[config.mk]
export PLATFORM = sky130hd
export DESIGN_NAME = alu_arbiter
export DESIGN_NICKNAME = d
export VERILOG_FILES = /design/src/rtl/alu_pkg.sv /design/src/rtl/rr_arbiter2.sv /design/src/rtl/alu_arbiter.sv
export SDC_FILE = /design/constraint.sdc
export NUM_CORES = 1
export LEC_CHECK = 0
export BUFFER_PORTS_ARGS = -buffer_cell sky130_fd_sc_hd__buf_4
export CORE_ASPECT_RATIO = 0.9
export CORE_MARGIN = 4
export CORE_UTILIZATION = 35
export CTS_BUF_LIST = sky130_fd_sc_hd__clkbuf_4 sky130_fd_sc_hd__clkbuf_8
export CTS_CLUSTER_SIZE = 12
export DETAILED_ROUTE_END_ITERATION = 16
export GPL_ROUTABILITY_DRIVEN = 0
export GPL_TIMING_DRIVEN = 0
export PLACE_DENSITY_LB_ADDON = 0.25
export SETUP_SLACK_MARGIN = 0.5
export SLEW_MARGIN = 15
export SYNTH_ARGS = -nofsm -noshare
export SYNTH_HDL_FRONTEND = slang
export SYNTH_SLANG_ARGS = --single-unit
[constraint.sdc]
create_clock -name clk -period 2.8 [get_ports clk]
set_input_delay 0.56 -clock clk [delete_from_list [all_inputs] [get_ports clk]]
set_output_delay 0.56 -clock clk [all_outputs]
set_load 0.02 [all_outputs]
[src/rtl/alu_pkg.sv]
// Shared definitions for the two-requester ALU front end: op encodings,
// the legal-op test, the controller state type and the default ALU latency.
package alu_pkg;

    localparam int ALU_LAT_DEFAULT = 1;

    localparam logic [3:0] OP_AND = 4'b0000;
    localparam logic [3:0] OP_OR  = 4'b0001;
    localparam logic [3:0] OP_ADD = 4'b0010;
    localparam logic [3:0] OP_SUB = 4'b0110;
    localparam logic [3:0] OP_SLT = 4'b0111;
    localparam logic [3:0] OP_NOR = 4'b1100;

    typedef enum logic [1:0] {
        IDLE  = 2'd0,
        ISSUE = 2'd1,
        WAIT  = 2'd2,
        RESP  = 2'd3
    } state_t;

    function automatic logic is_legal_op(input logic [3:0] op);
        logic legal;
        case (op)
            OP_AND, OP_OR, OP_ADD, OP_SUB, OP_SLT, OP_NOR: legal = 1'b1;
            default:                                       legal = 1'b0;
        endcase
        return legal;
    endfunction

endpackage

[src/rtl/rr_arbiter2.sv]
// Two-way round-robin grant: a lone requester always wins, a tie goes to the
// requester that was not granted last time.
module rr_arbiter2 (
    input  logic [1:0] req,
    input  logic       last,
    output logic [1:0] gnt
);

    always_comb begin
        gnt = 2'b00;
        case (req)
            2'b01:   gnt = 2'b01;
            2'b10:   gnt = 2'b10;
            2'b11:   gnt = last ? 2'b01 : 2'b10;
            default: gnt = 2'b00;
        endcase
    end

endmodule

[src/rtl/alu_arbiter.sv]
// Shares one clocked ALU between two requesters: arbitrates, drives the ALU,
// waits out its latency and returns a one-cycle response pulse to the owner.
module alu_arbiter
    import alu_pkg::*;
#(
    parameter int ALU_LAT = ALU_LAT_DEFAULT
) (
    input  logic        clk,
    input  logic        reset,
    input  logic [1:0]  req_valid,
    output logic [1:0]  req_ready,
    input  logic [63:0] req_a,
    input  logic [63:0] req_b,
    input  logic [7:0]  req_op,
    output logic [1:0]  rsp_valid,
    output logic [31:0] rsp_result,
    output logic [2:0]  rsp_flags,
    output logic        rsp_err,
    output logic [31:0] alu_a,
    output logic [31:0] alu_b,
    output logic [3:0]  alu_op,
    input  logic [31:0] alu_result,
    input  logic        alu_zero,
    input  logic        alu_overflow,
    input  logic        alu_carry,
    output state_t      dbg_state
);

    // Handshake: a request is accepted on a rising edge where req_valid[i] and
    // req_ready[i] are both high. req_ready is combinational from req_valid so
    // a requester may withdraw before acceptance; responses are never stalled.

    localparam logic [1:0] LAT_LAST = (ALU_LAT > 0) ? 2'(ALU_LAT - 1) : 2'd0;

    state_t      state_q;
    logic        last_q;
    logic        owner_q;
    logic        rearm_q;
    logic [1:0]  cnt_q;
    logic [31:0] a_q;
    logic [31:0] b_q;
    logic [3:0]  op_q;
    logic [1:0]  rsp_valid_q;
    logic [31:0] rsp_result_q;
    logic [2:0]  rsp_flags_q;
    logic        rsp_err_q;

    logic [1:0]  gnt;
    logic [1:0]  hs;
    logic        sel;
    logic [31:0] sel_a;
    logic [31:0] sel_b;
    logic [3:0]  sel_op;
    logic        sample_now;
    logic [1:0]  owner_onehot;

    rr_arbiter2 u_rr (
        .req  (req_valid),
        .last (last_q),
        .gnt  (gnt)
    );

    // The IDLE cycle right after a response pulse does not grant, so a busy
    // pair of requesters sees one op every ALU_LAT+4 cycles.
    assign req_ready = (state_q == IDLE && !rearm_q && !reset) ? gnt : 2'b00;
    assign hs        = req_valid & req_ready;

    assign sel    = gnt[1];
    assign sel_a  = sel ? req_a[63:32] : req_a[31:0];
    assign sel_b  = sel ? req_b[63:32] : req_b[31:0];
    assign sel_op = sel ? req_op[7:4]  : req_op[3:0];

    assign sample_now   = (state_q == ISSUE && ALU_LAT == 0) ||
                          (state_q == WAIT && cnt_q == LAT_LAST);
    assign owner_onehot = owner_q ? 2'b10 : 2'b01;

    always_ff @(posedge clk) begin
        if (reset) begin
            state_q      <= IDLE;
            last_q       <= 1'b1;
            owner_q      <= 1'b0;
            rearm_q      <= 1'b0;
            cnt_q        <= 2'd0;
            a_q          <= 32'd0;
            b_q          <= 32'd0;
            op_q         <= 4'd0;
            rsp_valid_q  <= 2'b00;
            rsp_result_q <= 32'd0;
            rsp_flags_q  <= 3'b000;
            rsp_err_q    <= 1'b0;
        end else begin
            rsp_valid_q  <= 2'b00;
            rsp_result_q <= 32'd0;
            rsp_flags_q  <= 3'b000;
            rsp_err_q    <= 1'b0;
            rearm_q      <= 1'b0;

            case (state_q)
                IDLE: begin
                    if (hs != 2'b00) begin
                        last_q  <= sel;
                        owner_q <= sel;
                        if (is_legal_op(sel_op)) begin
                            a_q     <= sel_a;
                            b_q     <= sel_b;
                            op_q    <= sel_op;
                            state_q <= ISSUE;
                        end else begin
                            // Rejected ops bypass the ALU and leave its inputs alone.
                            rsp_valid_q <= hs;
                            rsp_err_q   <= 1'b1;
                            state_q     <= RESP;
                        end
                    end
                end
                ISSUE: begin
                    cnt_q   <= 2'd0;
                    state_q <= (ALU_LAT == 0) ? RESP : WAIT;
                end
                WAIT: begin
                    if (!sample_now) begin
                        cnt_q <= cnt_q + 2'd1;
                    end else begin
                        state_q <= RESP;
                    end
                end
                RESP: begin
                    rearm_q <= 1'b1;
                    state_q <= IDLE;
                end
                default: state_q <= IDLE;
            endcase

            if (sample_now) begin
                rsp_valid_q  <= owner_onehot;
                rsp_result_q <= alu_result;
                rsp_flags_q  <= {alu_zero, alu_overflow, alu_carry};
            end
        end
    end

    assign rsp_valid  = rsp_valid_q;
    assign rsp_result = rsp_result_q;
    assign rsp_flags  = rsp_flags_q;
    assign rsp_err    = rsp_err_q;
    assign alu_a      = a_q;
    assign alu_b      = b_q;
    assign alu_op     = op_q;
    assign dbg_state  = state_q;

endmodule

==> impl_metrics.toml <==
[sta]
slew_viol_final = 0
fmax_mhz = 456
slew_headroom_pct = 60.0
finalHoldViolCount = 0
rsz0062_at_grt = "false"
setup_viol = 0
fin_skew_ps = 10.5
tightest_slew_ps = 600
post-route-min-period_ps = 2190
layout_worst_path_cycle_share_pct = 78.4

[synth]
synthArstFlopShare_pct = 0
avgSynthCellArea_um2 = 7.71
ys_types = 38
synth_top_area_share_pct = 44.7
synth.yosys.seq_area_share_pct = 44.7
synth_common_cells = "nand2_1, dfxtp_1, inv_1"
synth_edf_count = 0
ys.flop_type = "dfxtp_1"
ys_warn_count = 0
syn_nets = 837
synthesis.area_um2 = 5060
synth_top_area_cell = "dfxtp_1"
synth_cells = 656
synth_seq_cells = 113
yosys-top-cells-area = "dfxtp_1, nand2_1, a211oi_1"
yosysMostFrequentCell = "nand2_1"

[final_layout]
final_cells = 1169
area_growth_syn_to_layout_pct = 57.7
final_util_pct = 56.6
drive_gt1_share_pct = 36.8
nNetsFinal = 1145
diodes = 0

[setup_path]
crit_family = "buffers and inverters"
critPathLaunch = "last_q"
path_buf_inv = 3
crit_path_end_kind = "output pin"
r2r-start = "last_q"
start_kind = "register"
cp_slowest_cell = "dfxtp_2"
path_common_cell = "buf_6"
cpPeakStageDelay_ps = 340
critPathKind = "register to output pin"
cp_max_fo = 10
critPathArrivalTime_ps = 1630
rrSetupSlack_ps = 710
r2r-end = "alu_a[7]"
critPathRequiredTime_ps = 2240
worstPathCellList = "a21bo_1, buf_4, buf_6, nor3_4, buf_6"
reg2reg_depth = 8

[power_and_ir_drop]
ir_drop_mv = 0.482
finalPower_mw = 5.48
p_leak_nw = 3.67
powerDensity_nw_per_um2 = 687
pwr-share-clk_pct = 28.7
switching_share_pct = 35.1
p_int_mw = 3.56
pwr-share-comb_pct = 35.7
pwr-share-seq_pct = 35.5
p_sw_mw = 1.92

[clocking]
cts_max_path_buffers = 2
cts_max_level = 4
cts_root_buffer = "clkbuf_8"
hold_buffers = 0
insertion_delay_ps = 430
clock_sinks = 113
path_clk_slew_ps = 80
tritoncts = "built"
numCtsBuffers = 17

[hold_path]
hold_path.startpoint = "alu_result[15]"
min_path_type = "input pin to register"
holdPathEnd = "rsp_result[15]"
holdPathStages = 2

[global_route]
grt_pass1_vias = 5327
grt.overflow.total = 0
grt_first_pass_wirelength_mm = 28.1
antenna_found_initial = 0
grt_usage_pct = 21.8
grt_max_degree = 17

[floorplanning]
io_pins = 285
die-area_um2 = 16400
die_w_um = 135
die_h_um = 122
start_util_pct = 35.9
rows = 41
core_um2 = 14100

[route]
postRouteAntennaNets = 0
firstDrtPassIters = 4
avgViaCountPerCell = 4.76
totalWireLength_mm = 18.3
drt-initial-drc-count = 247
wl_per_cell_um = 15.7
vias = 5560
route.detailed.drc = 0

[flow_run]
max-cap-violations = 0

[outcome]
status = "finished, final reports clean"

[placement]
place_hpwl_mm = 14.3
dp.cells = 1133
port_buffers = 284
## layout make-up
cell class,instances,area (um^2)
plain buffers,54,256
clock buffers,18,241
clock inverters,13,164
fillers,1376,6130
inverters,72,270
multi-input cells,417,2370
flip-flops and latches,113,2260
well taps,193,241
repair buffers,289,2170
## cells in the final DEF (no fill, tap or decap), drive strengths merged, types with 3 or more instances in the layout
cell type / count
buf: 304
a221oi: 23
nand2: 142
clkinv: 4
and2: 35
ha: 6
o21ai: 4
inv: 73
nand2b: 4
clkinvlp: 5
bufinv: 3
dfxtp: 113
and3: 22
nor2: 9
clkbuf: 57
nor3: 5
a21oi: 46
nand3: 48
nor2b: 4
a211oi: 46
## registers in the layout, summed over array words and instances, names as in the netlist
name	cells
alu_a	32
alu_b	32
alu_op	4
cnt_q	2
dbg_state	2
last_q	1
owner_q	1
rearm_q	1
rsp_err	1
rsp_flags	3
rsp_result	32
rsp_valid	2
## per-stage QoR
step	setup WS [ps]	area, um^2	setup TNS, ps	hold WS [ps]
after floorplan	586	5060	0	459
after CTS	485	7910	0	293
final	605	7980	0	321
after global routing	513	7980	0	284
after global placement	27.0	7430	0	442
after detailed placement	-39.4	7430	-48.4	443
## timing repair
item	in CTS	in global routing
gates resized for setup	16	29
endpoints found under the setup margin	70	53
pin swaps	1	2
setup buffers	1	4
hold endpoints to repair	0	0
## how the worst max path moves through the flow
stage / slack [ps] / endpoint / cells after the start
after floorplan: 590 / req_ready[1] / 4
after global placement: 30 / alu_a[3] / 9
after detailed placement: -40 / alu_a[3] / 9
after CTS: 480 / alu_a[19] / 8
after global routing: 510 / alu_a[1] / 8
final: 610 / req_ready[1] / 5
## power by group through the flow
stage                     clock [mW]  combinational (mW)  sequential (mW)
final                           1.58                1.96             1.95
after global routing            1.68                2.15             1.98
after CTS                       1.61                1.94             1.95
after detailed placement           0                1.86             1.98
after global placement             0                1.85             1.98
after floorplan                    0               0.800             2.22
## cells by family (layout without fill, tap and decap cells)
group	after synthesis	count (layout)	synth area share, %
xor+xnor	2	2	0.346
buf+inv	126	446	9.84
fa+ha+maj	6	6	1.48
simple gates	278	278	25.8
flops	113	113	44.7
mux	2	2	0.396
compound gates	129	129	17.4
## metal layers
metal	global-route usage [%]	wire length [um]
met5	0	0
met3	10.0	2000
met4	6.55	347
met1	25.4	7370
met2	36.2	8610
Power figures use the tool's default switching activity.
